### src/rtl/fetch_stage_pkg.sv
// ============================================================================
// Module   : fetch_stage_pkg
// Purpose  : Shared constants for the fetch stage and its neighbours.
// Revision : 1.0 - initial release
// ============================================================================
`default_nettype none

package fetch_stage_pkg;

  localparam int INSTR_W = 32;
  localparam logic [INSTR_W-1:0] NOP_INSTR = 32'hE1A0_0000;

  localparam int IMEM_ADDR_W = 32;
  localparam int IMEM_DATA_W = INSTR_W;

  // Occupancy counters must hold the value DEPTH itself, hence the extra bit.
  function automatic int cnt_width(input int depth);
    return $clog2(depth) + 1;
  endfunction

endpackage

`default_nettype wire

### src/rtl/fetch_fifo.sv
// ============================================================================
// Module   : fetch_fifo
// Purpose  : Small in-order FIFO of {pc, instruction} entries; flush dominant.
// Revision : 1.0 - initial release
// ============================================================================
`default_nettype none

module fetch_fifo
  import fetch_stage_pkg::*;
#(
  parameter int DATA_W = 64,
  parameter int DEPTH  = 2
) (
  input  logic                        clk,
  input  logic                        rst,
  input  logic                        flush,
  input  logic                        push,
  input  logic [DATA_W-1:0]           push_data,
  input  logic                        pop,
  output logic [DATA_W-1:0]           head_data,
  output logic [cnt_width(DEPTH)-1:0] count,
  output logic                        empty,
  output logic                        full
);

  localparam int c_ptr_w = $clog2(DEPTH);
  localparam int c_cnt_w = cnt_width(DEPTH);

  logic [DATA_W-1:0]  r_mem [DEPTH];
  logic [c_ptr_w-1:0] r_wr_ptr;
  logic [c_ptr_w-1:0] r_rd_ptr;
  logic [c_cnt_w-1:0] r_count;

  logic w_do_push;
  logic w_do_pop;

  assign empty     = (r_count == '0);
  assign full      = (r_count == c_cnt_w'(DEPTH));
  assign count     = r_count;
  assign head_data = r_mem[r_rd_ptr];

  assign w_do_push = push && !full && !flush;
  assign w_do_pop  = pop && !empty && !flush;

  // Storage needs no reset: nothing is read until the count says it is valid.
  always_ff @(posedge clk) begin
    if (w_do_push) begin
      r_mem[r_wr_ptr] <= push_data;
    end
  end

  always_ff @(posedge clk) begin
    if (rst || flush) begin
      r_wr_ptr <= '0;
      r_rd_ptr <= '0;
      r_count  <= '0;
    end else begin
      if (w_do_push) begin
        r_wr_ptr <= r_wr_ptr + 1'b1;
      end
      if (w_do_pop) begin
        r_rd_ptr <= r_rd_ptr + 1'b1;
      end
      r_count <= r_count + c_cnt_w'(w_do_push) - c_cnt_w'(w_do_pop);
    end
  end

endmodule

`default_nettype wire

### src/rtl/fetch_stage.sv
// ============================================================================
// Module   : fetch_stage
// Purpose  : PC owner and instruction fetch front end feeding the decoder.
// Revision : 1.0 - initial release
// ============================================================================
`default_nettype none

module fetch_stage
  import fetch_stage_pkg::*;
#(
  parameter int                ADDR_W   = 32,
  parameter logic [ADDR_W-1:0] RESET_PC = '0,
  parameter int                DEPTH    = 2
) (
  input  logic               clk,
  input  logic               rst,
  input  logic               stall_if,
  input  logic               branch_valid,
  input  logic [ADDR_W-1:0]  branch_target,
  output logic               imem_req,
  output logic [ADDR_W-1:0]  imem_addr,
  input  logic               imem_ready,
  input  logic               imem_rvalid,
  input  logic [INSTR_W-1:0] imem_rdata,
  output logic [INSTR_W-1:0] instruction,
  output logic [ADDR_W-1:0]  pc_out,
  output logic               inst_valid
);

  localparam int c_cnt_w = cnt_width(DEPTH);
  localparam int c_ent_w = ADDR_W + INSTR_W;
  localparam logic [ADDR_W-1:0]  c_word  = ADDR_W'(4);
  localparam logic [ADDR_W-1:0]  c_align = ~ADDR_W'(3);
  localparam logic [c_cnt_w:0]   c_depth = (c_cnt_w + 1)'(DEPTH);

  logic [ADDR_W-1:0]  r_pc;
  logic [ADDR_W-1:0]  r_resp_pc;
  logic [c_cnt_w-1:0] r_outstanding;
  logic [c_cnt_w-1:0] r_drop;
  logic [INSTR_W-1:0] r_instr;
  logic [ADDR_W-1:0]  r_pc_out;
  logic               r_valid;

  logic [ADDR_W-1:0]  w_target;
  logic [c_cnt_w:0]   w_used;
  logic               w_accept;
  logic [c_cnt_w-1:0] w_outstanding_next;
  logic               w_push;
  logic               w_pop;
  logic [c_ent_w-1:0] w_head;
  logic [c_cnt_w-1:0] w_fifo_count;
  logic               w_fifo_empty;
  logic               w_fifo_full;

  assign w_target = branch_target & c_align;

  // Credits cover both words still owed by memory and words already buffered.
  assign w_used   = {1'b0, r_outstanding} + {1'b0, w_fifo_count};
  assign imem_req = !rst && !branch_valid && (w_used < c_depth);
  assign imem_addr = r_pc & c_align;
  assign w_accept = imem_req && imem_ready;

  assign w_outstanding_next = r_outstanding + c_cnt_w'(w_accept) - c_cnt_w'(imem_rvalid);

  // Requests are strictly sequential between redirects, so the PC of the next
  // kept response is simply a counter restarted at each branch target.
  assign w_push = imem_rvalid && !branch_valid && (r_drop == '0) && !w_fifo_full;
  assign w_pop  = !branch_valid && !stall_if && !w_fifo_empty;

  fetch_fifo #(
    .DATA_W (c_ent_w),
    .DEPTH  (DEPTH)
  ) u_fifo (
    .clk       (clk),
    .rst       (rst),
    .flush     (branch_valid),
    .push      (w_push),
    .push_data ({r_resp_pc, imem_rdata}),
    .pop       (w_pop),
    .head_data (w_head),
    .count     (w_fifo_count),
    .empty     (w_fifo_empty),
    .full      (w_fifo_full)
  );

  always_ff @(posedge clk) begin
    if (rst) begin
      r_pc          <= RESET_PC;
      r_resp_pc     <= RESET_PC;
      r_outstanding <= '0;
      r_drop        <= '0;
    end else begin
      r_outstanding <= w_outstanding_next;
      if (branch_valid) begin
        r_pc      <= w_target;
        r_resp_pc <= w_target;
        r_drop    <= w_outstanding_next;
      end else begin
        if (w_accept) begin
          r_pc <= r_pc + c_word;
        end
        if (w_push) begin
          r_resp_pc <= r_resp_pc + c_word;
        end
        if (imem_rvalid && (r_drop != '0)) begin
          r_drop <= r_drop - 1'b1;
        end
      end
    end
  end

  always_ff @(posedge clk) begin
    if (rst) begin
      r_instr  <= NOP_INSTR;
      r_pc_out <= '0;
      r_valid  <= 1'b0;
    end else if (branch_valid) begin
      r_instr <= NOP_INSTR;
      r_valid <= 1'b0;
    end else if (!stall_if) begin
      if (!w_fifo_empty) begin
        r_instr  <= w_head[INSTR_W-1:0];
        r_pc_out <= w_head[c_ent_w-1 -: ADDR_W];
        r_valid  <= 1'b1;
      end else begin
        r_instr <= NOP_INSTR;
        r_valid <= 1'b0;
      end
    end
  end

  assign instruction = r_instr;
  assign pc_out      = r_pc_out;
  assign inst_valid  = r_valid;

endmodule

`default_nettype wire
### config.mk
export PLATFORM = sky130hd
export DESIGN_NAME = fetch_stage
export DESIGN_NICKNAME = d
export VERILOG_FILES = /design/src/rtl/fetch_stage_pkg.sv /design/src/rtl/fetch_fifo.sv /design/src/rtl/fetch_stage.sv
export SDC_FILE = /design/constraint.sdc
export NUM_CORES = 1
export LEC_CHECK = 0
export ABC_CLOCK_PERIOD_IN_PS = 12700
export CAP_MARGIN = 10
export CORE_MARGIN = 2
export CORE_UTILIZATION = 35
export DETAILED_ROUTE_END_ITERATION = 7
export PLACE_DENSITY_LB_ADDON = 0.05
export SYNTH_ARGS = -nofsm -noshare
export SYNTH_HDL_FRONTEND = slang
export SYNTH_HIERARCHICAL = 1
export SYNTH_SLANG_ARGS = --single-unit
### constraint.sdc
create_clock -name clk -period 12.7 [get_ports clk]
set_input_delay 1.27 -clock clk [delete_from_list [all_inputs] [get_ports clk]]
set_output_delay 1.27 -clock clk [all_outputs]
set_load 0.02 [all_outputs]
== Word-level counts from Yosys, hierarchy flattened ==
Memory sizes are Yosys's and may differ from the RTL's. A register that Yosys moved wholly into a read port is not among the register bits.
Cells that the tools add are included.
Operators by class
  muxes and demuxes: 12
  magnitude comparators: 1
  equal/unequal tests: 1
  add/sub/neg operators: 10
  bitwise gates (word level): 3
  reduce and logical (&&, ||, !) cells: 27
Operators with widths (count)
  32-bit 2-to-1 mux: 5
  32-bit by 3-bit adder with 32-bit output (second input constant): 2
  1-bit logical AND: 13
  2-bit nonzero test: 4
  1-bit logical NOT: 5
  1-bit 2-to-1 mux: 5
  2-bit by 1-bit adder with 2-bit output: 2
  2-bit logical NOT: 2
  2-bit 2-to-1 mux: 2
  2-bit by 1-bit subtractor with 2-bit output: 2
  2-bit by 2-bit adder with 3-bit output: 1
  3-bit by 2-bit less-than comparator with 1-bit output (second input constant): 1
  1-bit inverter: 3
  3-bit AND reduction: 1
  1-bit adder (second input constant): 2
  2-bit equality test (second input constant): 1
  2-bit OR reduction: 1
  2-bit by 1-bit subtractor with 2-bit output (second input constant): 1
  1-bit logical OR: 1
Word-level totals
  bits in registers: 137
  input port bits: 70
  bits in writable memories: 128
  memories: 1
Memory list
  u_fifo.r_mem: words 2, width 64, rd ports 1, clocked after memory_dff 1, wr ports 1, line fetch_fifo.sv:29  | logic [DATA_W-1:0] r_mem [DEPTH];

== Longest topological paths before layout ==
  depth in word-level cells: 8
  depth in mapped cells: 13
  depth with buffers taken out: 11

== Hierarchy ==
Netlist, hierarchy kept.
By module, submodules not included
  fetch_stage: times used 1, sequential area each 2582.5 µm², cells an instance 735, area each 6100.9 µm²
  fetch_fifo: times used 1, sequential area each 3943.8 µm², cells an instance 226, area each 5176.2 µm²

== Least setup slack after synthesis ==
OpenSTA, ideal clock, no wires.
  path kind: input port to flip-flop
  start point: input branch_valid
  end point: memory u_fifo.r_mem[1][0] (enable)
  stages on the path: 4
  setup slack: 5603 ps
  arrival time: 6518 ps
  setup time: 579 ps
  buffers on the path: 1
  required time: 12121 ps
  cell sequence: clkbuf_1 -> and4bb_2 -> nand2b_4 -> nor3b_1
Between the ends
  longest elaborated chain between the ends: 8
Ends and longest elaborated chain
  from (decl): line fetch_stage.sv:18  | input logic branch_valid,
  1-bit logical NOT: line fetch_stage.sv:67  | assign w_push = imem_rvalid && !branch_valid && (r_drop == '0) && !w_fifo_full;
  1-bit logical AND (3 in a row): line fetch_stage.sv:67
  via w_push: line fetch_stage.sv:48  | logic w_push;
  1-bit logical AND (2 in a row): line fetch_fifo.sv:42  | assign w_do_push = push && !full && !flush;
  1-bit 2-to-1 mux: line fetch_fifo.sv:47  | if (w_do_push) begin
  1-bit 2-to-1 mux (not written as such): line fetch_fifo.sv:48  | r_mem[r_wr_ptr] <= push_data;
  to (decl): line fetch_fifo.sv:29
The timed path passes the listed nets, and every way through them passes these cells.

== Final worst setup path ==
  start point: input rst
  end point: output imem_req
Between the ends
  longest elaborated chain between the ends: 3
Ends and longest elaborated chain
  from (decl): line fetch_stage.sv:16  | input logic rst,
  1-bit logical NOT: line fetch_stage.sv:59  | assign imem_req = !rst && !branch_valid && (w_used < c_depth);
  1-bit logical AND (2 in a row): line fetch_stage.sv:59
  to (decl): line fetch_stage.sv:20  | output logic imem_req,
No other way between the ends.

==> impl_metrics.ini <==
[grt]
first_global_vias = 7694
grt.overflow.total = 0
grt_usage_pct = 16.5
grt_pass1_wl_mm = 43.8
grt_max_degree = 64
antenna_found_initial = 0

[pwr]
internal_power_mw = 1.54
p_leak_nw = 4.73
p_clk_share_pct = 45.4
p_switching_mw = 0.450
netSwitchingFraction_pct = 22.6
fin_total_pwr_mw = 1.99
powerDensity_mw_per_mm2 = 140
irDropWorstVdd_mv = 0.0993
combPwrFrac_pct = 7.3
seqPwrFrac_pct = 47.2

[clock_tree]
cts_buffer_depth = 3
cts_root_buffer = clkbuf_16
cts_tree = built
clk_latency_ns = 0.55
cts_buffers = 30
cts_resized = 0
cts_hold_buffers = 0
post_cts_buffers = 0
htreeDepth = 1
clkSinkCount = 262
clk_pin_slew_ns = 0.06

[routing]
route.vias.total = 8055
drc = 0
route.met3.wl_mm = 1.38
viasPerCell = 5.22
wl_met1_mm = 13.8
drt-total-wl_mm = 28.3
avgRoutedWirePerCell_um = 18.3
route.met2.wl_mm = 12.5
dr.pass1.iters = 4
dr.first_iter.drc_count = 455
highest_layer = met4
postRouteAntennaNets = 0

[synthesis]
seq_area_frac_synth_pct = 57.9
synthMuxAreaShare_pct = 8.48
netlist_area_mm2 = 0.0113
synth.avg_cell_area_um2 = 11.7
synth-async-reset-ratio_pct = 0
synth_top_family_by_area = simple AND/OR/NAND/NOR gates
synth_top_cell_by_area = edfxtp_1
post-synth-top-area-fraction_pct = 34.1
synth_cell_types = 73
synthSimpleGateAreaFrac_pct = 15.3
synthAdderAreaFrac_pct = 0.954
syn_inst = 961
synth-compound-area-share_pct = 11.9
synth.top_cells.by_area = edfxtp_1 34%, dfxtp_1 24%, mux2_4 8.0%
synthFlopType = dfxtp_1
ys_warn_count = 6
synth_xor_area_share_pct = 1.71
ys_seq_elements = 262
synth_edf_count = 128

[floorplanning]
die_x_um = 184
fp.dieH_um = 184
dieArea_mm2 = 0.0337
floorplan.initialDensity_pct = 35.6
ios = 168
core_area_mm2 = 0.0316
rows = 65

[worst_setup_path]
start_kind = input port
rr_startpoint = u_fifo/count[0]$_SDFF_PP0_
path_max_fanout = 59
crit_start = rst
cp.required_ns = 11.43
worstRegToRegCells = 12
critPathArrivalTime_ns = 3.53
criticalPathCategory = input port to primary output
cp-end-kind = primary output
reg2reg_slack_ns = 9.27
endpoint = imem_req
rr_endpoint = r_drop[1]$_SDFFE_PP0P_

[layout]
seqCellArea_mm2 = 0.00653
area_growth_pct = 26.3
fillCellCount = 3002
final_cells = 1542
diodes = 0
fin_util_pct = 45.0
drive_above_1_share_pct = 13.0
multi_input_area_mm2 = 0.00437
layout.nets = 1194
final_area_mm2 = 0.0142

[sta]
max_freq_ghz = 0.208
fin_setup_tns_ns = 0
relSlewSlack_pct = 30.3
tightest_slew_ns = 1.04
rsz0062_at_grt = false
period_minus_slack_ns = 4.80
finClkSkew_ns = 0.0174
hold_viol = 0
drv_slew = 0
min_period_over_period_pct = 37.8
finalSetupViolations = 0

[place]
place_congestion = 0.796
place_area_mm2 = 0.0132
dp.cells = 1486
portBuffers = 163
dp_hpwl_mm = 18.5

[worst_hold_path]
worstHoldPathType = flip-flop to flip-flop

[outcome]
status = finished, final reports clean

[job]
maxCapViolCount = 0
## cell families after synthesis
group           Yosys count
compound gates          190
xor+xnor                 22
fa+ha+maj                 8
buf+inv                  76
flops                   262
mux                      65
other cells               1
simple gates            337
## metrics by stage
| step | setup WS, ns | hold WS (ns) |
|---|---|---|
| final | 7.90 | 0.453 |
| after global placement | 7.84 | 0.444 |
| after global routing | 7.71 | 0.474 |
| after detailed placement | 7.83 | 0.447 |
| after CTS | 7.82 | 0.455 |
| after floorplan | 5.60 | 0.424 |
## per-layer routing
metal  global-route usage, %  up-vias
li1                        -     3918
met2                    25.9      231
met1                    23.6     3873
met3                    2.79       33
met5                       0        -
met4                    4.06        0
## power groups by stage
stage	Combinational [mW]	Clock, mW	Sequential, mW
after CTS	0.147	0.934	0.941
after detailed placement	0.146	0	0.959
after global placement	0.146	0	0.959
after floorplan	0.0780	0	0.960
final	0.146	0.905	0.941
after global routing	0.160	0.965	0.945
## worst min-delay path by stage
stage               depth (start not counted)  slack [ns]                             to                      start
floorplan                                   0        0.42  u_fifo/r_mem[0][40]$_DFFE_PP_  r_resp_pc[8]$_SDFFE_PP0P_
global placement                            2        0.44        pc_out[28]$_SDFFE_PP0P_    pc_out[28]$_SDFFE_PP0P_
detailed placement                          2        0.45        pc_out[10]$_SDFFE_PP0P_    pc_out[10]$_SDFFE_PP0P_
CTS                                         2        0.46        pc_out[10]$_SDFFE_PP0P_    pc_out[10]$_SDFFE_PP0P_
global route                                2        0.47         pc_out[3]$_SDFFE_PP0P_     pc_out[3]$_SDFFE_PP0P_
finish                                      2        0.45        pc_out[15]$_SDFFE_PP0P_    pc_out[15]$_SDFFE_PP0P_
## cell usage in the layout, fill, tap and decap left out, types with 6 or more instances in the layout
master / count
or3_1: 7
a311oi_1: 6
and4_1: 6
nand4_1: 25
nand2_1: 116
o31ai_1: 12
o311a_1: 6
a211oi_1: 8
nor4_1: 25
clkbuf_16: 30
nor2b_1: 9
dfxtp_1: 133
o31a_1: 14
o21a_1: 17
and2_1: 7
nand3_1: 17
buf_4: 14
conb_1: 6
o22ai_1: 6
a31oi_1: 12
edfxtp_1: 128
or4_1: 15
nor2_1: 54
clkinv_2: 6
mux2_4: 60
a21boi_0: 13
o21ai_0: 12
nor3_1: 18
xnor2_1: 12
xor2_1: 10
clkdlybuf4s50_1: 161
a22oi_1: 27
inv_1: 15
and3_1: 6
a21oi_1: 37
ha_1: 7
## layout make-up
type	count	area share [%]
Clock inverter	17	1.62
Sequential cell	262	45.8
Clock buffer	39	5.79
Tap cell	402	3.53
Multi-Input combinational cell	628	30.7
Timing Repair Buffer	177	12.1
Inverter	17	0.448
## flip-flops by register name, summed over array words and instances, names as in the netlist, named ones only
name,count
r_drop,2
r_outstanding,2
inst_valid,1
pc_out,32
u_fifo/r_rd_ptr,1
u_fifo/r_wr_ptr,1
r_resp_pc,30
u_fifo/r_mem,128
u_fifo/count,2
instruction,32
r_pc,30
## cell usage after synthesis, types with 13 or more instances
master and n:
a21boi_0 13, a21oi_1 37, a22oi_1 27, clkbuf_1 40, dfxtp_1 134, edfxtp_1 128
inv_1 16, mux2_4 60, nand2_1 116, nand3_1 17, nand4_1 25, nor2_1 55
nor3_1 19, nor4_1 25, o21a_1 17, o31a_1 14, or4_1 15
## critical path, stage by stage
cell	delay, ns
buf_2	0.07
buf_4	0.57
or2_2	0.81
nor3_1	0.17
clkdlybuf4s50_1	0.59
(Power assumes the default switching activity.)
